[src/rtl/avalon_cmd_master_if.sv]
// Signal bundle between avalon_cmd_master and its environment: the local
// command port, the local response port and the Avalon-MM master port.
interface avalon_cmd_master_if;
  // local command port
  logic       cmd_valid;
  logic       cmd_ready;
  logic       cmd_write;
  logic [7:0] cmd_addr;
  logic [7:0] cmd_wdata;
  // local response port
  logic       rsp_valid;
  logic       rsp_ready;
  logic       rsp_write;
  logic [7:0] rsp_rdata;
  logic       rsp_error;
  // Avalon-MM side
  logic [7:0] address;
  logic       Write;
  logic       read;
  logic [7:0] writedata;
  logic       waitrequest;
  logic [7:0] readdata;

  modport master (
    input  cmd_valid, cmd_write, cmd_addr, cmd_wdata, rsp_ready, waitrequest, readdata,
    output cmd_ready, rsp_valid, rsp_write, rsp_rdata, rsp_error, address, Write, read, writedata
  );

  modport slave (
    output cmd_valid, cmd_write, cmd_addr, cmd_wdata, rsp_ready, waitrequest, readdata,
    input  cmd_ready, rsp_valid, rsp_write, rsp_rdata, rsp_error, address, Write, read, writedata
  );
endinterface

[src/rtl/avalon_cmd_master.sv]
// Avalon-MM command master: buffers local read/write commands in a small FIFO,
// issues them one at a time as single-cycle strobes, waits for waitrequest to
// drop (or times out) and hands the result back on a valid/ready port.
module avalon_cmd_master #(
  parameter int FIFO_DEPTH = 4,
  parameter int TIMEOUT    = 32
) (
  input logic                 clk,
  input logic                 reset,
  avalon_cmd_master_if.master bus
);

  localparam int AW = $clog2(FIFO_DEPTH);
  localparam int CW = $clog2(TIMEOUT);
  localparam logic [AW:0]   PTR_ONE  = {{AW{1'b0}}, 1'b1};
  localparam logic [CW-1:0] CNT_ZERO = {CW{1'b0}};
  localparam logic [CW-1:0] CNT_ONE  = {{(CW-1){1'b0}}, 1'b1};
  localparam logic [CW-1:0] CNT_LAST = CW'(TIMEOUT - 1);

  typedef enum logic [1:0] {
    ST_IDLE   = 2'd0,
    ST_STROBE = 2'd1,
    ST_WAIT   = 2'd2,
    ST_RESP   = 2'd3
  } state_t;

  state_t        state_r;
  state_t        state_nxt_s;

  // FIFO entries are {write, addr, wdata}; pointers carry an extra wrap bit
  logic [16:0]   fifo_mem_r [FIFO_DEPTH];
  logic [AW:0]   wptr_r;
  logic [AW:0]   rptr_r;
  logic [16:0]   head_s;
  logic          empty_s;
  logic          full_s;
  logic          push_s;
  logic          pop_s;
  logic          done_ok_s;
  logic          done_to_s;
  logic          rsp_take_s;

  logic          tx_write_r;
  logic [7:0]    address_r;
  logic [7:0]    writedata_r;
  logic          read_r;
  logic          write_r;
  logic [CW-1:0] cnt_r;
  logic          rsp_valid_r;
  logic          rsp_write_r;
  logic [7:0]    rsp_rdata_r;
  logic          rsp_error_r;

  assign empty_s = (wptr_r == rptr_r);
  assign full_s  = (wptr_r[AW] != rptr_r[AW]) && (wptr_r[AW-1:0] == rptr_r[AW-1:0]);
  assign head_s  = fifo_mem_r[rptr_r[AW-1:0]];
  assign push_s  = bus.cmd_valid & ~full_s;

  // cmd_ready depends only on the pointer registers
  assign bus.cmd_ready = ~full_s;
  assign bus.rsp_valid = rsp_valid_r;
  assign bus.rsp_write = rsp_write_r;
  assign bus.rsp_rdata = rsp_rdata_r;
  assign bus.rsp_error = rsp_error_r;
  assign bus.address   = address_r;
  assign bus.writedata = writedata_r;
  assign bus.read      = read_r;
  assign bus.Write     = write_r;

  // FIFO storage write; contents need no reset because the pointers gate them
  always_ff @(posedge clk) begin
    if (push_s) begin
      fifo_mem_r[wptr_r[AW-1:0]] <= {bus.cmd_write, bus.cmd_addr, bus.cmd_wdata};
    end
  end

  // FIFO pointers; reset flushes the queue
  always_ff @(posedge clk) begin
    if (reset) begin
      wptr_r <= {(AW+1){1'b0}};
      rptr_r <= {(AW+1){1'b0}};
    end else begin
      if (push_s) begin
        wptr_r <= wptr_r + PTR_ONE;
      end
      if (pop_s) begin
        rptr_r <= rptr_r + PTR_ONE;
      end
    end
  end

  // FSM state register
  always_ff @(posedge clk) begin
    if (reset) begin
      state_r <= ST_IDLE;
    end else begin
      state_r <= state_nxt_s;
    end
  end

  // FSM next state and control decode; a pop always leads into STROBE
  always_comb begin
    state_nxt_s = state_r;
    pop_s       = 1'b0;
    done_ok_s   = 1'b0;
    done_to_s   = 1'b0;
    rsp_take_s  = 1'b0;
    case (state_r)
      ST_IDLE: begin
        if (!empty_s) begin
          pop_s       = 1'b1;
          state_nxt_s = ST_STROBE;
        end else begin
          state_nxt_s = ST_IDLE;
        end
      end
      ST_STROBE: begin
        state_nxt_s = ST_WAIT;
      end
      ST_WAIT: begin
        // waitrequest low takes priority over an expiring counter
        if (!bus.waitrequest) begin
          done_ok_s   = 1'b1;
          state_nxt_s = ST_RESP;
        end else if (cnt_r == CNT_LAST) begin
          done_to_s   = 1'b1;
          state_nxt_s = ST_RESP;
        end else begin
          state_nxt_s = ST_WAIT;
        end
      end
      ST_RESP: begin
        if (bus.rsp_ready) begin
          rsp_take_s = 1'b1;
          if (!empty_s) begin
            pop_s       = 1'b1;
            state_nxt_s = ST_STROBE;
          end else begin
            state_nxt_s = ST_IDLE;
          end
        end else begin
          state_nxt_s = ST_RESP;
        end
      end
      default: begin
        state_nxt_s = ST_IDLE;
      end
    endcase
  end

  // Transaction registers and strobes; strobes are high only in STROBE
  always_ff @(posedge clk) begin
    if (reset) begin
      tx_write_r  <= 1'b0;
      address_r   <= 8'h00;
      writedata_r <= 8'h00;
      read_r      <= 1'b0;
      write_r     <= 1'b0;
    end else begin
      read_r  <= pop_s & ~head_s[16];
      write_r <= pop_s & head_s[16];
      if (pop_s) begin
        tx_write_r  <= head_s[16];
        address_r   <= head_s[15:8];
        writedata_r <= head_s[7:0];
      end
    end
  end

  // Wait counter: cleared in STROBE, counts WAIT cycles, saturates at the limit
  always_ff @(posedge clk) begin
    if (reset) begin
      cnt_r <= CNT_ZERO;
    end else if (state_r == ST_STROBE) begin
      cnt_r <= CNT_ZERO;
    end else if ((state_r == ST_WAIT) && (cnt_r != CNT_LAST)) begin
      cnt_r <= cnt_r + CNT_ONE;
    end
  end

  // Response registers, held stable until the consumer takes them
  always_ff @(posedge clk) begin
    if (reset) begin
      rsp_valid_r <= 1'b0;
      rsp_write_r <= 1'b0;
      rsp_rdata_r <= 8'h00;
      rsp_error_r <= 1'b0;
    end else if (done_ok_s) begin
      rsp_valid_r <= 1'b1;
      rsp_write_r <= tx_write_r;
      rsp_rdata_r <= tx_write_r ? 8'h00 : bus.readdata;
      rsp_error_r <= 1'b0;
    end else if (done_to_s) begin
      rsp_valid_r <= 1'b1;
      rsp_write_r <= tx_write_r;
      rsp_rdata_r <= 8'h00;
      rsp_error_r <= 1'b1;
    end else if (rsp_take_s) begin
      rsp_valid_r <= 1'b0;
    end
  end

endmodule

[src/flat_wrapper.sv]
// flat-port wrapper written by rule: the top's interface ports become plain ports
module avalon_cmd_master_flat 
#(
  parameter int FIFO_DEPTH = 4,
  parameter int TIMEOUT    = 32
)
  (clk, reset, bus_cmd_valid, bus_cmd_write, bus_cmd_addr, bus_cmd_wdata, bus_rsp_ready, bus_waitrequest, bus_readdata, bus_cmd_ready, bus_rsp_valid, bus_rsp_write, bus_rsp_rdata, bus_rsp_error, bus_address, bus_Write, bus_read, bus_writedata);
  avalon_cmd_master_if bus_i ();
  input logic clk;
  input logic reset;
  input wire logic [$bits(bus_i.cmd_valid)-1:0] bus_cmd_valid;
  input wire logic [$bits(bus_i.cmd_write)-1:0] bus_cmd_write;
  input wire logic [$bits(bus_i.cmd_addr)-1:0] bus_cmd_addr;
  input wire logic [$bits(bus_i.cmd_wdata)-1:0] bus_cmd_wdata;
  input wire logic [$bits(bus_i.rsp_ready)-1:0] bus_rsp_ready;
  input wire logic [$bits(bus_i.waitrequest)-1:0] bus_waitrequest;
  input wire logic [$bits(bus_i.readdata)-1:0] bus_readdata;
  output wire logic [$bits(bus_i.cmd_ready)-1:0] bus_cmd_ready;
  output wire logic [$bits(bus_i.rsp_valid)-1:0] bus_rsp_valid;
  output wire logic [$bits(bus_i.rsp_write)-1:0] bus_rsp_write;
  output wire logic [$bits(bus_i.rsp_rdata)-1:0] bus_rsp_rdata;
  output wire logic [$bits(bus_i.rsp_error)-1:0] bus_rsp_error;
  output wire logic [$bits(bus_i.address)-1:0] bus_address;
  output wire logic [$bits(bus_i.Write)-1:0] bus_Write;
  output wire logic [$bits(bus_i.read)-1:0] bus_read;
  output wire logic [$bits(bus_i.writedata)-1:0] bus_writedata;
  assign bus_i.cmd_valid = bus_cmd_valid;
  assign bus_i.cmd_write = bus_cmd_write;
  assign bus_i.cmd_addr = bus_cmd_addr;
  assign bus_i.cmd_wdata = bus_cmd_wdata;
  assign bus_i.rsp_ready = bus_rsp_ready;
  assign bus_i.waitrequest = bus_waitrequest;
  assign bus_i.readdata = bus_readdata;
  assign bus_cmd_ready = bus_i.cmd_ready;
  assign bus_rsp_valid = bus_i.rsp_valid;
  assign bus_rsp_write = bus_i.rsp_write;
  assign bus_rsp_rdata = bus_i.rsp_rdata;
  assign bus_rsp_error = bus_i.rsp_error;
  assign bus_address = bus_i.address;
  assign bus_Write = bus_i.Write;
  assign bus_read = bus_i.read;
  assign bus_writedata = bus_i.writedata;
  avalon_cmd_master #(.FIFO_DEPTH(FIFO_DEPTH), .TIMEOUT(TIMEOUT)) u_core (.clk(clk), .reset(reset), .bus(bus_i));
endmodule
[config.mk]
export PLATFORM = sky130hd
export DESIGN_NAME = avalon_cmd_master_flat
export DESIGN_NICKNAME = d
export VERILOG_FILES = /design/src/rtl/avalon_cmd_master_if.sv /design/src/rtl/avalon_cmd_master.sv /design/src/flat_wrapper.sv
export SDC_FILE = /design/constraint.sdc
export NUM_CORES = 1
export LEC_CHECK = 0
export CAP_MARGIN = 25
export CORE_UTILIZATION = 54
export CTS_CLUSTER_DIAMETER = 40
export DETAILED_ROUTE_END_ITERATION = 6
export HOLD_SLACK_MARGIN = 0.02
export PLACE_DENSITY_LB_ADDON = 0.25
export SETUP_SLACK_MARGIN = 0.15
export SKIP_CTS_REPAIR_TIMING = 1
export SYNTH_ARGS = -nofsm -noshare
export SYNTH_HDL_FRONTEND = slang
export SYNTH_SLANG_ARGS = --single-unit
[constraint.sdc]
create_clock -name clk -period 2.1 [get_ports clk]
set_input_delay 0.63 -clock clk [delete_from_list [all_inputs] [get_ports clk]]
set_output_delay 0.63 -clock clk [all_outputs]
set_load 0.05 [all_outputs]
==> impl_metrics.py, run 1 <==
metrics = {
    "hold_path": {
        "hold_class": "flip-flop to flip-flop",
    },
    "critical_path": {
        "critPathRequiredTime_ns": 1.47,
        "slowest_stage": "or3_4",
        "start_kind": "flip-flop",
        "crit_family": "simple AND/OR/NAND/NOR gates",
        "critPathMaxStageDelay_ns": 0.40,
        "worstPathCellList": "xor2_2 > or3_4 > buf_12",
        "worst-path-buf-inv": 1,
        "cp.arrival_ns": 1.64,
        "critical_path_peak_fanout": 5,
        "worstSetupPathType": "flip-flop to output port",
        "cp-end-kind": "output port",
    },
    "layout": {
        "final_area_um2": 5800,
        "n_antenna_cell": 0,
        "syn_to_final_growth_pct": 34.4,
        "nets": 395,
        "drive_gt1_share_pct": 24.9,
        "final_util_pct": 75.1,
    },
    "clock_tree": {
        "clock_path_buffers": 2,
        "cts.reportedPaths.clkPinSlew_ns": 0.05,
        "clockRootBuffer": "clkbuf_8",
        "clock_latency_ns": 0.51,
        "cts_buffers": 17,
        "cts.sink_count": 113,
        "htree_levels": 4,
        "cts_tree": "built",
    },
    "grt": {
        "antenna_found_initial": 0,
        "grt_max_degree": 20,
        "grt_pass1_wl_mm": 13.0,
        "grt_use_total_pct": 21.5,
        "overflow": 0,
        "grt_pass1_vias": 2625,
    },
    "synthesis": {
        "synth-edff-count": 68,
        "netlist.area_leader.share_pct": 47.3,
        "synth.net_count": 314,
        "ys_async_sr_fraction_pct": 0,
        "yosys.area.top_type": "edfxtp_1",
        "synth.avg_cell_area_um2": 15.9,
        "yosys_warnings": 0,
        "synth_cell_types": 33,
        "synthTopCellsByArea": "edfxtp_1 (47%), dfxtp_1 (21%), mux4_2 (8.9%), mux2i_1 (4.9%), ha_1 (3.5%)",
        "ys.flop_type": "edfxtp_1",
        "ys_seq_area_share_pct": 68.2,
        "netlist_instances": 272,
        "netlist_area_um2": 4320,
        "synth_seq_cells": 113,
    },
    "routing": {
        "vias": 2524,
        "drt_wl_total_mm": 8.07,
        "wl_met1_mm": 3.37,
        "met3_length_um": 424,
        "dr.pass1.iters": 5,
        "post_drt_wl_per_cell_um": 17.2,
        "drc": 0,
        "viasPerCell": 5.39,
        "highest_layer": "met4",
        "wl_met2_mm": 4.15,
        "drtAntennaViolNets": 0,
        "drt_iter0_markers": 131,
    },
    "floorplan": {
        "fp.dieH_um": 91.4,
        "rows": 32,
        "start_util_pct": 55.8,
        "num_io_pins": 60,
        "die_width_um": 91.4,
        "core-area_um2": 7730,
        "die-area_um2": 8350,
    },
    "sta": {
        "fin_crit_sh_pct": 108,
        "slew_violations": 0,
        "fmaxAchievable_mhz": 441,
        "post-route-min-period_ns": 2.27,
        "fin_worst_skew_ns": 0.0112,
        "tightest_slew_ns": 0.513,
        "finalHoldViolations": 0,
        "setup_viol": 1,
        "rsz0062_at_grt": "true",
        "fin_setup_tns_ns": -0.169,
        "hold_ws_ns": 0.472,
        "worst_slack_ns": -0.169,
        "relSlewSlack_pct": 65.8,
    },
    "place": {
        "place.gp.congestion": 0.713,
        "place_area_um2": 5130,
        "place_hpwl_mm": 5.03,
        "io_buffers": 59,
    },
    "pwr": {
        "vdd_ir_drop_max_uv": 1020,
        "p_per_area_nw_per_um2": 1430,
        "p_leak_nw": 2.44,
    },
    "job": {
        "cap_violations": 0,
    },
    "outcome": {
        "status": "finished with violations",
        "violations": "negative setup slack",
    },
}
[cell families (layout without fill, tap and decap cells)]
| logic type | count (synthesis) | after routing | share of synthesized area (%) |
|---|---|---|---|
| AOI/OAI and AO/OA | 23 | 23 | 4.23 |
| xor gates and xnor gates | 10 | 10 | 2.38 |
| adders and majority gates | 12 | 12 | 3.48 |
| buffers and inverters | 23 | 117 | 2.49 |
| DFF | 113 | 113 | 68.2 |
| muxes | 38 | 38 | 13.7 |
| and+or+nand+nor | 53 | 53 | 5.48 |
[where the power goes]
part	switching (mW)	leakage, nW	internal [mW]
Sequential	0.200	0.992	2.66
Combinational	1.42	1.13	1.04
Clock	0.981	0.314	2.01
[layout make-up]
| cell class | instances | area [um2] |
|---|---|---|
| clock buffers | 22 | 494 |
| clock inverters | 10 | 144 |
| fillers | 437 | 1930 |
| inverters | 10 | 37.5 |
| multi-input cells | 136 | 1270 |
| flip-flops and latches | 113 | 2950 |
| well taps | 102 | 128 |
| repair buffers | 75 | 781 |
[worst reg2reg max path: cells and delay by family, from the launching register on]
kind / cells / cell delay [ns]
xor+xnor: 1 / 0.16
simple gates: 4 / 0.72
flops: 1 / 0.33
fa+ha+maj: 2 / 0.43
[registers in the layout, indices dropped and copies added (netlist names), named ones only]
register	flops
u_core.bus.rsp_write	1
u_core.cnt_r	5
u_core.bus.rsp_rdata	8
u_core.fifo_mem_r	68
u_core.state_r	2
u_core.bus.Write	1
u_core.tx_write_r	1
u_core.bus.rsp_error	1
u_core.bus.address	8
u_core.rptr_r	3
u_core.wptr_r	3
u_core.bus.writedata	8
u_core.bus.rsp_valid	1
u_core.bus.read	1
[layer usage]
layer / global-route usage [%] / up-vias
li1: - / 1181
met1: 24.5 / 1238
met2: 36.2 / 94
met3: 7.45 / 11
met4: 9.79 / 0
met5: 0 / -
[synthesized netlist by cell type, types with 2 or more instances]
cell	count
edfxtp_1	68
xor2_1	5
a211oi_1	2
mux4_2	17
buf_6	2
clkbuf_1	8
xor2_2	2
and2_1	3
buf_2	2
mux2i_1	21
xnor2_1	3
nor3_1	7
ha_1	12
o21ai_1	2
or3_1	2
a22oi_1	8
nor2_1	33
a21oi_1	4
nand2_1	4
inv_1	10
dfxtp_1	45
[stage by stage]
step	power [mW]	setup WS [ns]	cells
finish	8.32	-0.169	468
detailed placement	5.35	0.111	436
global route	8.68	-0.224	468
global placement	5.29	0.138	436
floorplan	4.61	0.302	272
CTS	8.41	-0.270	468
[worst paths after layout]
path / start / to / slack, ns / depth (start not counted)
worst max-delay path: u_core.wptr_r[1] / bus_cmd_ready / -0.17 / 3
worst min register to register: u_core.bus.rsp_valid / u_core.bus.rsp_valid / 0.47 / 2
worst min-delay path: u_core.bus.rsp_valid / u_core.bus.rsp_valid / 0.47 / 2
worst max register to register: u_core.cnt_r[0] / u_core.cnt_r[3] / 0.41 / 7
[placed cells by master, fill, tap and decap left out, types with 8 or more instances in the layout]
master,netlist,layout
inv_1,10,10
buf_4,1,26
dlymetal6s2s_1,0,12
nor2_1,33,33
mux2i_1,21,21
clkdlybuf4s50_1,0,29
ha_1,12,12
clkbuf_16,0,17
mux4_2,17,17
dfxtp_1,45,43
a22oi_1,8,8
edfxtp_1,68,68
(Power assumes the default switching activity.)
==> inputs of run 2 (changes only) <==
--- a/config.mk
+++ b/config.mk
@@ -6,9 +6,11 @@
 export NUM_CORES = 1
 export LEC_CHECK = 0
 export CAP_MARGIN = 25
-export CORE_UTILIZATION = 54
+export CORE_UTILIZATION = 62
 export CTS_CLUSTER_DIAMETER = 40
 export DETAILED_ROUTE_END_ITERATION = 6
+export DONT_BUFFER_PORTS = 1
+export GPL_ROUTABILITY_DRIVEN = 0
 export HOLD_SLACK_MARGIN = 0.02
 export PLACE_DENSITY_LB_ADDON = 0.25
 export SETUP_SLACK_MARGIN = 0.15
==> impl_metrics.py, run 2 (synthesized netlist as in run 1, its figures left out) <==
metrics = {
    "grt": {
        "grt_pass1_vias": 2322,
        "grt_use_total_pct": 22.0,
        "grt_pass1_wl_mm": 11.4,
        "overflow": 0,
        "antenna_found_initial": 0,
        "grt_max_degree": 44,
    },
    "outcome": {
        "violations": "negative setup slack",
        "status": "finished with violations",
    },
    "routing": {
        "drc": 0,
        "dr.pass1.iters": 4,
        "post_drt_wl_per_cell_um": 19.3,
        "drt_wl_total_mm": 7.50,
        "drtAntennaViolNets": 0,
        "vias": 2273,
        "viasPerCell": 5.84,
        "drt_iter0_markers": 120,
    },
    "critical_path": {
        "critPathRequiredTime_ns": 1.47,
        "crit_family": "simple AND/OR/NAND/NOR gates",
        "worstPathCellList": "xor2_2 > buf_4 > or3_4 > buf_8",
        "worstSetupPathType": "flip-flop to output port",
        "cp-end-kind": "output port",
        "worst-path-buf-inv": 2,
        "critPathMaxStageDelay_ns": 0.34,
        "slowest_stage": "or3_4",
        "critical_path_peak_fanout": 4,
        "cp.arrival_ns": 1.69,
        "start_kind": "flip-flop",
    },
    "layout": {
        "syn_to_final_growth_pct": 18.6,
        "n_antenna_cell": 0,
        "final_util_pct": 75.8,
        "final_cells": 389,
        "mostFrequentLayoutCells": "edfxtp_1 (68), dfxtp_1 (42), nor2_1 (33)",
        "nets": 338,
        "final_area_um2": 5120,
        "largest_register_ffs": 68,
        "drive_gt1_share_pct": 23.3,
        "final_common_cell": "edfxtp_1",
    },
    "sta": {
        "hold_ws_ns": 0.190,
        "rsz0062_at_grt": "true",
        "finalHoldViolations": 0,
        "fin_setup_tns_ns": -0.220,
        "worst_slack_ns": -0.220,
        "fin_worst_skew_ns": 0.00732,
        "post-route-min-period_ns": 2.32,
        "fmaxAchievable_mhz": 431,
        "relSlewSlack_pct": 63.2,
        "slew_violations": 0,
        "setup_viol": 1,
        "tightest_slew_ns": 0.552,
        "fin_crit_sh_pct": 110,
    },
    "clock_tree": {
        "cts.reportedPaths.clkPinSlew_ns": 0.05,
        "clockRootBuffer": "clkbuf_8",
        "cts_buffers": 17,
        "cts.sink_count": 113,
        "htree_levels": 4,
        "cts_tree": "built",
        "clock_latency_ns": 0.51,
        "clock_path_buffers": 2,
    },
    "place": {
        "place_hpwl_mm": 4.59,
        "dpl_worst_slack_ns": 0.0543,
        "io_buffers": 0,
        "dp_cells": 356,
        "place_area_um2": 4500,
    },
    "hold_path": {
        "hold_class": "primary input to flip-flop",
    },
    "job": {
        "cap_violations": 0,
    },
    "floorplan": {
        "fp.dieH_um": 85.4,
        "rows": 30,
        "num_io_pins": 60,
        "start_util_pct": 63.9,
        "die-area_um2": 7300,
        "die_width_um": 85.4,
        "core-area_um2": 6760,
    },
    "pwr": {
        "vdd_ir_drop_max_uv": 1070,
        "power_mw": 7.69,
        "p_leak_nw": 1.92,
        "p_per_area_nw_per_um2": 1500,
    },
}
==> run 2: final cells by class <==
class	count	area (um2)
inverter	10	37.5
sequential	113	2950
clock buffer	21	429
fill	377	1640
clock inverter	11	139
tap	80	100
multi-input combinational	136	1290
timing repair buffer	18	175
==> run 2: power breakdown <==
group | switching [mW] | total [mW] | leakage (nW) | internal (mW)
logic | 0.712 | 1.48 | 0.664 | 0.767
registers | 0.824 | 3.49 | 0.992 | 2.67
clock network | 0.933 | 2.72 | 0.265 | 1.79
total | 2.47 | 7.69 | 1.92 | 5.22
==> run 2: final timing paths <==
check	start	to	slack, ns	depth (start not counted)
worst max-delay path	u_core.wptr_r[0]	bus_cmd_ready	-0.22	4
worst min-delay path	reset	u_core.rptr_r[2]	0.19	1
worst max register to register	u_core.rptr_r[1]	u_core.fifo_mem_r[0][0]	0.21	4
worst min register to register	u_core.cnt_r[4]	u_core.cnt_r[4]	0.54	2
==> run 2: metal layers <==
layer	global-route usage (%)	share of wire (%)
met2	37.2	51
met5	0	0
met3	9.05	6.6
met1	24.7	40
met4	9.39	1.7
==> run 2: worst reg2reg max path, cell delays in order, from the launching register on <==
cell     delay, ns
dfxtp_1       0.39
xor2_2        0.33
o31a_1        0.30
and2_1        0.32
buf_4         0.25
==> inputs of run 3 (changes only) <==
--- a/config.mk
+++ b/config.mk
@@ -6,6 +6,7 @@
 export NUM_CORES = 1
 export LEC_CHECK = 0
 export CAP_MARGIN = 25
+export CORE_ASPECT_RATIO = 1.25
 export CORE_UTILIZATION = 62
 export CTS_CLUSTER_DIAMETER = 40
 export DETAILED_ROUTE_END_ITERATION = 6
==> impl_metrics.py, run 3 (synthesized netlist as in run 1, its figures left out) <==
metrics = {
    "critical_path": {
        "cp.arrival_ns": 1.58,
        "cp-end-kind": "output port",
        "start_kind": "flip-flop",
        "worstSetupPathType": "flip-flop to output port",
        "critPathRequiredTime_ns": 1.47,
        "critical_path_peak_fanout": 3,
    },
    "floorplan": {
        "num_io_pins": 60,
        "start_util_pct": 64.9,
        "die_width_um": 76.6,
        "rows": 33,
        "fp.dieH_um": 95.3,
        "die-area_um2": 7300,
        "core-area_um2": 6650,
    },
    "layout": {
        "drive_gt1_share_pct": 25.0,
        "final_util_pct": 77.9,
        "n_antenna_cell": 0,
        "mostFrequentLayoutCells": "edfxtp_1 (68), dfxtp_1 (39), nor2_1 (33)",
        "final_common_cell": "edfxtp_1",
        "largest_register_ffs": 68,
        "syn_to_final_growth_pct": 20.0,
        "nets": 337,
    },
    "clock_tree": {
        "clock_path_buffers": 2,
        "cts.sink_count": 113,
        "cts_buffers": 17,
        "clockRootBuffer": "clkbuf_8",
        "cts.reportedPaths.clkPinSlew_ns": 0.05,
        "cts_tree": "built",
        "htree_levels": 4,
        "clock_latency_ns": 0.51,
    },
    "pwr": {
        "p_comb_share_pct": 18.4,
        "seqPwrFrac_pct": 44.5,
        "p_per_area_nw_per_um2": 1510,
        "power_mw": 7.83,
        "swShare_pct": 31.8,
        "vdd_ir_drop_max_uv": 978,
        "p_leak_nw": 1.94,
        "p_int_mw": 5.34,
        "clock_power_share_pct": 37.1,
        "p_switching_mw": 2.49,
    },
    "grt": {
        "grt_pass1_vias": 2331,
        "grt_pass1_wl_mm": 11.3,
        "antenna_found_initial": 0,
        "overflow": 0,
        "grt_use_total_pct": 22.1,
        "grt_max_degree": 44,
    },
    "sta": {
        "slew_violations": 0,
        "worst_slack_ns": -0.112,
        "tightest_slew_ns": 0.542,
        "fin_crit_sh_pct": 105,
        "finalHoldViolations": 0,
        "fmaxAchievable_mhz": 452,
        "fin_worst_skew_ns": 0.0108,
        "post-route-min-period_ns": 2.21,
        "rsz0062_at_grt": "true",
        "setup_viol": 1,
        "relSlewSlack_pct": 63.8,
    },
    "place": {
        "io_buffers": 0,
        "place_hpwl_mm": 4.39,
        "dpl_worst_slack_ns": 0.295,
    },
    "routing": {
        "wl_met2_mm": 3.91,
        "viasPerCell": 5.81,
        "highest_layer": "met4",
        "drc": 0,
        "wl_met1_mm": 2.82,
        "drt_wl_total_mm": 7.39,
        "post_drt_wl_per_cell_um": 18.7,
        "met3_length_um": 562,
        "vias": 2293,
        "drtAntennaViolNets": 0,
        "drt_iter0_markers": 144,
        "dr.pass1.iters": 5,
    },
    "outcome": {
        "violations": "negative setup slack",
        "status": "finished with violations",
    },
    "hold_path": {
        "hold_class": "primary input to flip-flop",
    },
    "job": {
        "cap_violations": 0,
    },
}
run 3: cell count changes in the layout (fill, tap and decap cells not counted), sizes merged:
cell and change:
bufinv +1, inv +1, buf -1, clkbuf -2
run 3: final cells by class:
type	instances	area, um2
Multi-Input combinational cell	136	1290
Timing Repair Buffer	17	160
Inverter	10	37.5
Sequential cell	113	2960
Tap cell	87	109
Fill cell	360	1470
Clock buffer	19	432
Clock inverter	13	186
run 3: path summary, 6_finish.rpt:
path,to,slack (ns),cells past startpoint,startpoint
max,bus_cmd_ready,-0.11,3,u_core.rptr_r[0]
min,u_core.rptr_r[2],0.19,1,reset
max reg2reg,u_core.rptr_r[2],0.38,7,u_core.state_r[0]
min reg2reg,u_core.rptr_r[2],0.51,2,u_core.rptr_r[2]
run 3: worst max-delay path, cell delays in order, from the launching register on:
cell and delay (ns):
dfxtp_4 0.37, xor2_4 0.18, or3_4 0.37, buf_8 0.16
run 3: layer usage:
metal,GRT usage (%),vias to the layer above
li1,-,1068
met1,23.9,1134
met2,37.4,85
met3,9.38,6
met4,11.1,0
met5,0,-
run 3: through the flow:
step	cells	cell area (um2)	setup TNS, ns	hold slack, ns
after floorplan	272	4320	0	0.489
final	395	5180	-0.112	0.192
after global placement	360	4480	0	0.506
after CTS	392	5100	-0.220	0.181
after detailed placement	360	4480	0	0.529
after global routing	395	5180	-0.156	0.167
run 3: power groups by stage:
stage	clock [mW]	combinational [mW]	sequential, mW
global placement	0	1.34	3.50
detailed placement	0	1.39	3.51
global route	3.05	1.58	3.52
CTS	2.94	1.42	3.47
finish	2.91	1.44	3.48
floorplan	0	1.18	3.43
